### src/rtl/ctrl_decode_pipe_if.sv
// Handshake bundle between the IF/ID side and the execute-stage consumer of ctrl_decode_pipe.
// The master drives opcodes in and accepts control words out; the slave is the decode pipe.
interface ctrl_decode_pipe_if #(
    parameter int OP_W   = 6,
    parameter int CTRL_W = 13
);
    logic              in_valid;
    logic              in_ready;
    logic [OP_W-1:0]   op;
    logic              out_valid;
    logic              out_ready;
    logic [CTRL_W-1:0] ctrl;
    logic              out_illegal;

    modport master (
        output in_valid, op, out_ready,
        input  in_ready, out_valid, ctrl, out_illegal
    );

    modport slave (
        input  in_valid, op, out_ready,
        output in_ready, out_valid, ctrl, out_illegal
    );
endinterface

### src/rtl/ctrl_decode_pipe.sv
// Main opcode decoder followed by STAGES valid/ready slots with flush and illegal-opcode tracking.
// Defining CTRL_DECODE_PERF_EN adds the retired-entry and bubble performance counters.
module ctrl_decode_pipe #(
    parameter int STAGES = 1,
    parameter int OP_W   = 6,
    parameter int CTRL_W = 13,
    parameter int CNT_W  = 16
) (
    input  logic              clk,
    input  logic              reset_n,
    ctrl_decode_pipe_if.slave bus,
    input  logic              flush,
    input  logic              clr_illegal,
    output logic              illegal_seen,
    output logic [OP_W-1:0]   illegal_op,
    output logic [CNT_W-1:0]  instr_cnt,
    output logic [CNT_W-1:0]  bubble_cnt
);

    if (CTRL_W != 13 || STAGES < 1 || STAGES > 4) begin : g_param_check
        $error("ctrl_decode_pipe: CTRL_W must be 13 and STAGES must be 1..4");
    end

    logic [CTRL_W-1:0] dec_ctrl;
    logic              dec_illegal;

    logic [STAGES-1:0] valid_q, valid_d;
    logic [STAGES-1:0] load;
    logic [CTRL_W-1:0] ctrl_q [STAGES];
    logic [CTRL_W-1:0] ctrl_d [STAGES];
    logic              ill_q  [STAGES];
    logic              ill_d  [STAGES];
    logic [OP_W-1:0]   op_q   [STAGES];
    logic [OP_W-1:0]   op_d   [STAGES];

    logic              retire;
    logic              illegal_seen_q, illegal_seen_d;
    logic [OP_W-1:0]   illegal_op_q, illegal_op_d;

    always_comb begin
        dec_ctrl    = '0;
        dec_illegal = 1'b0;
        case (bus.op)
            OP_W'(6'b000000): dec_ctrl = 13'b1010000000010;
            OP_W'(6'b100011): dec_ctrl = 13'b1001000100000;
            OP_W'(6'b101011): dec_ctrl = 13'b0001001000000;
            OP_W'(6'b000100): dec_ctrl = 13'b0000100000001;
            OP_W'(6'b000101): dec_ctrl = 13'b0000010000001;
            OP_W'(6'b001000): dec_ctrl = 13'b1001000000000;
            OP_W'(6'b000010): dec_ctrl = 13'b0000000010000;
            OP_W'(6'b100000): dec_ctrl = 13'b1001000100100;
            OP_W'(6'b000011): dec_ctrl = 13'b1100000001100;
            default:          dec_illegal = 1'b1;
        endcase
    end

    // A slot may load unless it and every slot downstream of it is full and the output is stalled.
    always_comb begin
        logic chain_full;
        load = '0;
        for (int k = 0; k < STAGES; k++) begin
            chain_full = 1'b1;
            for (int j = k; j < STAGES; j++) begin
                chain_full = chain_full & valid_q[j];
            end
            load[k] = !chain_full || bus.out_ready;
        end
    end

    always_comb begin
        valid_d = valid_q;
        ctrl_d  = ctrl_q;
        ill_d   = ill_q;
        op_d    = op_q;
        if (load[0]) begin
            valid_d[0] = bus.in_valid;
            ctrl_d[0]  = dec_ctrl;
            ill_d[0]   = dec_illegal;
            op_d[0]    = bus.op;
        end
        for (int k = 1; k < STAGES; k++) begin
            if (load[k]) begin
                valid_d[k] = valid_q[k-1];
                ctrl_d[k]  = ctrl_q[k-1];
                ill_d[k]   = ill_q[k-1];
                op_d[k]    = op_q[k-1];
            end
        end
        if (flush) begin
            valid_d = '0;
        end
    end

    assign bus.in_ready    = load[0];
    assign bus.out_valid   = valid_q[STAGES-1];
    assign bus.ctrl        = valid_q[STAGES-1] ? ctrl_q[STAGES-1] : '0;
    assign bus.out_illegal = valid_q[STAGES-1] && ill_q[STAGES-1];
    assign retire          = valid_q[STAGES-1] && bus.out_ready;

    // A retiring illegal entry beats a simultaneous clear, and then replaces the recorded opcode.
    always_comb begin
        illegal_seen_d = illegal_seen_q;
        illegal_op_d   = illegal_op_q;
        if (clr_illegal) begin
            illegal_seen_d = 1'b0;
            illegal_op_d   = '0;
        end
        if (retire && bus.out_illegal) begin
            illegal_seen_d = 1'b1;
            if (!illegal_seen_q || clr_illegal) begin
                illegal_op_d = op_q[STAGES-1];
            end
        end
    end

    always_ff @(posedge clk) begin
        if (!reset_n) begin
            valid_q        <= '0;
            illegal_seen_q <= 1'b0;
            illegal_op_q   <= '0;
            for (int k = 0; k < STAGES; k++) begin
                ctrl_q[k] <= '0;
                ill_q[k]  <= 1'b0;
                op_q[k]   <= '0;
            end
        end else begin
            valid_q        <= valid_d;
            illegal_seen_q <= illegal_seen_d;
            illegal_op_q   <= illegal_op_d;
            for (int k = 0; k < STAGES; k++) begin
                ctrl_q[k] <= ctrl_d[k];
                ill_q[k]  <= ill_d[k];
                op_q[k]   <= op_d[k];
            end
        end
    end

    assign illegal_seen = illegal_seen_q;
    assign illegal_op   = illegal_op_q;

`ifdef CTRL_DECODE_PERF_EN
    logic [CNT_W-1:0] instr_cnt_q, instr_cnt_d;
    logic [CNT_W-1:0] bubble_cnt_q, bubble_cnt_d;

    always_comb begin
        instr_cnt_d  = retire ? instr_cnt_q + CNT_W'(1) : instr_cnt_q;
        bubble_cnt_d = !bus.out_valid ? bubble_cnt_q + CNT_W'(1) : bubble_cnt_q;
    end

    always_ff @(posedge clk) begin
        if (!reset_n) begin
            instr_cnt_q  <= '0;
            bubble_cnt_q <= '0;
        end else begin
            instr_cnt_q  <= instr_cnt_d;
            bubble_cnt_q <= bubble_cnt_d;
        end
    end

    assign instr_cnt  = instr_cnt_q;
    assign bubble_cnt = bubble_cnt_q;
`else
    assign instr_cnt  = '0;
    assign bubble_cnt = '0;
`endif

endmodule

### src/flat_wrapper.sv
// flat-port wrapper written by rule: the top's interface ports become plain ports
module ctrl_decode_pipe_flat 
#(
    parameter int STAGES = 1,
    parameter int OP_W   = 6,
    parameter int CTRL_W = 13,
    parameter int CNT_W  = 16
)
  (clk, reset_n, flush, clr_illegal, illegal_seen, illegal_op, instr_cnt, bubble_cnt, bus_in_valid, bus_op, bus_out_ready, bus_in_ready, bus_out_valid, bus_ctrl, bus_out_illegal);
  ctrl_decode_pipe_if #(.OP_W(OP_W), .CTRL_W(CTRL_W)) bus_i ();
  input  logic clk;
  input  logic reset_n;
  input  logic flush;
  input  logic clr_illegal;
  output logic illegal_seen;
  output logic [OP_W-1:0] illegal_op;
  output logic [CNT_W-1:0] instr_cnt;
  output logic [CNT_W-1:0] bubble_cnt;
  input wire logic [$bits(bus_i.in_valid)-1:0] bus_in_valid;
  input wire logic [$bits(bus_i.op)-1:0] bus_op;
  input wire logic [$bits(bus_i.out_ready)-1:0] bus_out_ready;
  output wire logic [$bits(bus_i.in_ready)-1:0] bus_in_ready;
  output wire logic [$bits(bus_i.out_valid)-1:0] bus_out_valid;
  output wire logic [$bits(bus_i.ctrl)-1:0] bus_ctrl;
  output wire logic [$bits(bus_i.out_illegal)-1:0] bus_out_illegal;
  assign bus_i.in_valid = bus_in_valid;
  assign bus_i.op = bus_op;
  assign bus_i.out_ready = bus_out_ready;
  assign bus_in_ready = bus_i.in_ready;
  assign bus_out_valid = bus_i.out_valid;
  assign bus_ctrl = bus_i.ctrl;
  assign bus_out_illegal = bus_i.out_illegal;
  ctrl_decode_pipe #(.STAGES(STAGES), .OP_W(OP_W), .CTRL_W(CTRL_W), .CNT_W(CNT_W)) u_core (.clk(clk), .reset_n(reset_n), .bus(bus_i), .flush(flush), .clr_illegal(clr_illegal), .illegal_seen(illegal_seen), .illegal_op(illegal_op), .instr_cnt(instr_cnt), .bubble_cnt(bubble_cnt));
endmodule
### config.mk
export PLATFORM = sky130hd
export DESIGN_NAME = ctrl_decode_pipe_flat
export DESIGN_NICKNAME = d
export VERILOG_FILES = /design/src/rtl/ctrl_decode_pipe_if.sv /design/src/rtl/ctrl_decode_pipe.sv /design/src/flat_wrapper.sv
export SDC_FILE = /design/constraint.sdc
export NUM_CORES = 1
export LEC_CHECK = 0
export ABC_AREA = 0
export CORE_MARGIN = 1
export CORE_UTILIZATION = 37
export DETAILED_ROUTE_END_ITERATION = 10
export PLACE_DENSITY = 0.79
export SKIP_LAST_GASP = 1
export SLEW_MARGIN = 15
export SYNTH_ARGS = -nofsm -noshare
export SYNTH_HDL_FRONTEND = slang
export SYNTH_SLANG_ARGS = --single-unit
### constraint.sdc
create_clock -name clk -period 1.5 [get_ports clk]
set_input_delay 0.3 -clock clk [delete_from_list [all_inputs] [get_ports clk]]
set_output_delay 0.3 -clock clk [all_outputs]
set_load 0.01 [all_outputs]
==> metrics, run 1 <==
First DRT Iteration DRCs 25; Leak Pwr 0.855 nW; number of antenna diodes 0; Max-Cap Viols 0; most frequent cells in the layout conb_1 (32), dfxtp_1 (25), nand2_1 (23); H-Tree Depth 1; Final Max Slew Viols 0; final count of hold timing violations 0; routing usage on met2 0.263; TritonRoute pass-1 iters 5; antenna violations before repair 0; GR peak layer met2; GRT overflow 0; post-synthesis cell area 0.00149 mm2; Crit Path Max Fanout 11; Fill cells 365; leading cell type in the layout, fill and taps excluded conb_1; Peak VDD IR 0.000423 V; fin nets 247; Residual DRC 0; clock buffer depth 2; startpoint types register; Worst Reg-to-Reg Cells 4; core area 0.00374 mm2; chip width 65.4 um; Total GRT Usage 0.153; Finished Cell Area 0.00192 mm2; met1 usage in global routing 0.195; final core utilization 0.514; first-pass GRT wire length 5.09 mm; Final setup viols 0; Worst Hold Class in -> reg; Num CTS Buffers 3; Initial Util 0.397; DR vias 1341; CP Cell Sequence buf_12 -> and2_1 -> dlygate4sd2_1; Routed WL per cell 11.5 um; Root Buffer clkbuf_8; CP Class reg -> out; Largest stage delay, worst path 0.37 ns; share of cells above drive strength 1 0.154; largest net degree at the start of global routing 20; crit path time final 1.46 ns; EDFF count, synth 0; full die area 0.00427 mm2; M3 GR Usage 0.0191; Routed WL 3.23 mm; CP max-delay cell dfxtp_4; die height 65.4 um; Final Non-Filler Cells 282; Register Area 524 um2; fin crit share 0.976; ys async rst share 0; Num Clock Sinks 26; mean post-synth cell area 7.82 um2; Setup Skew 0.00150 ns; CP required 1.20 ns; Post-Syn Instances 190; I/O pins 67; Seq/Total Area, Yosys 0.350; Routed Antenna Nets 0; CP Capture Type output pin; Final Hold Slack 0.414 ns; Critical Path AT 1.16 ns; Placed Area 0.00187 mm2; max frequency 683 MHz; later-pin clock latency in the skew report 0.27 ns; PwrDens 789 mW/mm2; Post-synth top flop dfxtp_1; Synth warnings 0; CTS tree yes; RSZ-0062 raised after global routing yes; Synth cell types 36; total power 0.00152 W; DP Cell Count 278; run status finished, final reports clean; Syn-to-layout area delta 29.6%; row count 22; area occupied by multi-input gates 756 um2; vias per cell 4.76; Post-DP HPWL 2.39 mm; Buffers on Ports 34; Seq cells post-synth 26; hold depth 3; Worst-path clk slew 0.09 ns; # Post-CTS Setup Buffers 0; gpl congestion 0.818; vias in the first global route 1179
[cells in the mapped netlist (2+ instances only)]
library cell   n  area, um2
a21oi_1       22        110
a221oi_1       2       17.5
and2_1        12       75.1
and3b_1        2       17.5
buf_4         34        255
clkbuf_1      10       37.5
clkinv_1       2       7.51
dfxtp_1       26        521
inv_1          4       15.0
nand2_1       23       86.3
nand3_1       10       50.1
nand4_1        2       12.5
nor2_1         3       11.3
nor2b_1        2       12.5
nor3_1         3       15.0
nor4b_1        2       17.5
o211ai_1       8       60.1
o21ai_0        3       15.0
or4_1          3       22.5
[through the flow]
stage,TNS (ns),setup slack [ns]
final,0,0.0353
after global routing,-0.00562,-0.00295
after CTS,-0.125,-0.125
after detailed placement,-3.42,-0.453
after global placement,-2.91,-0.421
after floorplan,0,0.0517
[logic make-up (layout without fill, tap and decap cells)]
kind of cell           after synthesis  in the layout  share of synthesized area
other                                1             32                    0.00252
DFF                                 26             26                      0.350
and+or+nand+nor                     69             69                      0.253
AOI/OAI and AO/OA                   40             40                      0.162
buffers and inverters               53             66                      0.226
muxes                                1              1                    0.00674
[power breakdown]
group	internal, W	switching, W	total, W
Combinational	0.0000906	0.000128	0.000219
Clock	0.000357	0.000224	0.000580
Sequential	0.000707	0.0000113	0.000719
[flip-flops by register name, summed over array words and instances (netlist names)]
| name | cells |
|---|---|
| u_core.op_q | 6 |
| u_core.ctrl_q | 11 |
| u_core.bus.out_valid | 1 |
| u_core.illegal_seen | 1 |
| u_core.ill_q | 1 |
| u_core.illegal_op | 6 |
[routing by layer]
metal | vias up | routed length, um
li1 | 675 | -
met1 | 607 | 1470
met2 | 57 | 1580
met3 | 2 | 169
met4 | 0 | 15
met5 | - | 0
[final cells by class]
type	count	share of cell area
Clock buffer	3	0.0215
Clock inverter	1	0.0156
Inverter	6	0.0117
Multi-Input combinational cell	142	0.393
Sequential cell	26	0.272
Tap cell	48	0.0312
Timing Repair Buffer	56	0.255
[worst max-delay path, delay by kind of cell (launching register included)]
family	cells	cell delay [ns]
buffers and inverters	2	0.41
flip-flops	1	0.37
AND/OR/NAND/NOR	1	0.12
[path summary, 6_finish.rpt]
kind / from / endpoint / slack [ns]
max: u_core.bus.out_valid / bus_ctrl[8] / 0.04
max reg2reg: u_core.bus.out_valid / u_core.ctrl_q[7] / 0.07
min: bus_out_ready / u_core.ctrl_q[9] / 0.41
min reg2reg: u_core.ctrl_q[5] / u_core.ctrl_q[5] / 0.45
[timing repair]
action                                  CTS  global route
hold endpoints to repair                  0             0
gates resized for setup                  30            14
cloned                                    0             0
pin swaps                                 3             3
endpoints found under the setup margin   19            11
hold buffers                              0             0
No activity file was read; power rests on OpenSTA's default activity.
==> inputs of run 2 (changes only) <==
- PLACE_DENSITY: 0.79 -> 0.75
==> metrics, run 2 (synthesis results as in run 1) <==
clock buffer depth 2 (unchanged); Initial Util 0.397 (unchanged); Worst Reg-to-Reg Cells 4 (unchanged); DR vias 1282 (-4.4%); # Post-CTS Setup Buffers 0 (unchanged); Routed WL 3.00 mm (-7.2%); Peak VDD IR 0.000275 V (-35%); max frequency 676 MHz (-0.97%); Final setup viols 0 (unchanged); Largest stage delay, worst path 0.35 ns (-0.02 ns); Critical Path AT 1.18 ns (+0.02 ns); Max-Cap Viols 0 (unchanged); Routed Antenna Nets 0 (unchanged); PwrDens 791 mW/mm2 (+0.23%); Num CTS Buffers 3 (unchanged); CP Capture Type output pin; setup TNS 0 ns (unchanged); full die area 0.00427 mm2 (unchanged); Root Buffer clkbuf_8; Syn-to-layout area delta 28.9%; vias in the first global route 1145 (-2.9%); share of cells above drive strength 1 0.143 (-0.0104); max reg flops 11 (unchanged); startpoint types register; CP startpoint u_core.bus.out_valid; hold depth 3 (unchanged); TritonRoute pass-1 iters 4 (-1); Leak Pwr 0.909 nW (+6.3%); CP Cell Sequence buf_12 -> and2_1 -> dlygate4sd2_1; First DRT Iteration DRCs 25 (unchanged); antenna violations before repair 0 (unchanged); crit path time final 1.48 ns (+0.0144 ns); row count 22 (unchanged); CP required 1.20 ns (about the same); CP Class reg -> out; later-pin clock latency in the skew report 0.27 ns (about the same); Buffers on Ports 34 (unchanged); Setup Skew 0.00224 ns (+0.000744 ns); largest register by flop count u_core.ctrl_q; Final Hold Slack 0.391 ns (-0.0227 ns); Worst-path clk slew 0.09 ns (about the same); die height 65.4 um (unchanged); I/O pins 67 (unchanged); Routed WL per cell 10.8 um (-5.9%); number of antenna diodes 0 (unchanged); Post-DP HPWL 2.25 mm (-5.7%); Residual DRC 0 (unchanged); GRT overflow 0 (unchanged); Worst Hold Class in -> reg; core area 0.00374 mm2 (unchanged); total power 0.00151 W (-0.29%); most frequent cells in the layout conb_1 (32), dfxtp_1 (25), nand2_1 (23); first-pass GRT wire length 5.05 mm (-0.69%); RSZ-0062 raised after global routing yes; Crit Path Max Fanout 13 (+2); Hold-fix buffers, CTS 0 (unchanged); final count of hold timing violations 0 (unchanged); fin crit share 0.986 (+0.00959); vias per cell 4.61 (-3.0%); gpl congestion 0.822 (+0.51%); CP max-delay cell dfxtp_2; run status finished, final reports clean; leading cell type in the layout, fill and taps excluded conb_1; fin nets 243 (-1.6%); H-Tree Depth 1 (unchanged); largest net degree at the start of global routing 21 (+5.0%); CTS tree yes; Crit Reg-Reg Startpoint u_core.bus.out_valid; Total GRT Usage 0.150 (-0.00239); Final Max Slew Viols 0 (unchanged); Num Clock Sinks 26 (unchanged); chip width 65.4 um (unchanged); min-delay src bus_out_ready
[run 2: cell count changes in the layout (fill, tap and decap cells not counted)]
cell             change
dfxtp_2              +1
buf_4                -5
clkbuf_2             +1
nor4b_2              +1
dfxtp_4              -1
dlygate4sd2_1        +3
clkdlybuf4s15_1      -3
clkdlybuf4s50_1      -3
dlymetal6s2s_1       +3
nor4b_1              -1
buf_12               +1
buf_2                -1
[run 2: path summary, 6_finish.rpt]
path	to	slack, ns
max	bus_ctrl[1]	0.02
min	u_core.ctrl_q[9]	0.39
max reg2reg	u_core.ctrl_q[7]	0.08
min reg2reg	u_core.ctrl_q[5]	0.45
[run 2: through the flow]
stage	instance area (um2)	cells	setup WS, ns	utilization
2_1_floorplan	1600	221	0.0517	-
3_3_place_gp	1850	274	-0.390	0.494
3_5_place_dp	1850	274	-0.436	0.494
4_1_cts	1900	278	-0.123	0.506
5_1_grt	1910	278	-0.0268	0.511
6_report	1910	278	0.0209	0.511
[run 2: cell type report]
type,instances,area [um2]
Clock buffer,3,41.3
Clock inverter,1,30.0
Fill cell,384,1830
Inverter,6,22.5
Multi-Input combinational cell,142,762
Sequential cell,26,522
Tap cell,48,60.1
Timing Repair Buffer,52,477
[run 2: worst max-delay path: cells and delay by family, from the launching register on]
kind / cells / cell delay (ns)
buffers and inverters: 2 / 0.42
flip-flops: 1 / 0.35
AND/OR/NAND/NOR: 1 / 0.13
[run 2: layer usage]
| layer | up-vias | global-route usage | share of wire |
|---|---|---|---|
| met4 | 0 | 0.0571 | 0.013 |
| met2 | 41 | 0.249 | 0.46 |
| met5 | - | 0 | 0 |
| met3 | 5 | 0.0226 | 0.059 |
| li1 | 664 | - | - |
| met1 | 572 | 0.195 | 0.47 |
[run 2: power breakdown]
group / leakage, nW / internal (W) / switching, W
combinational: 0.661 / 0.0000882 / 0.000125
sequential: 0.212 / 0.000709 / 0.0000109
clock: 0.0357 / 0.000357 / 0.000224
total: 0.909 / 0.00115 / 0.000360
[run 2: timing repair]
action | 4_1_cts | 5_1_grt
resized for setup | 26 | 17
setup endpoints to repair | 19 | 20
gates cloned | 0 | 0
endpoints found under the hold margin | 0 | 0
pin swaps | 3 | 3
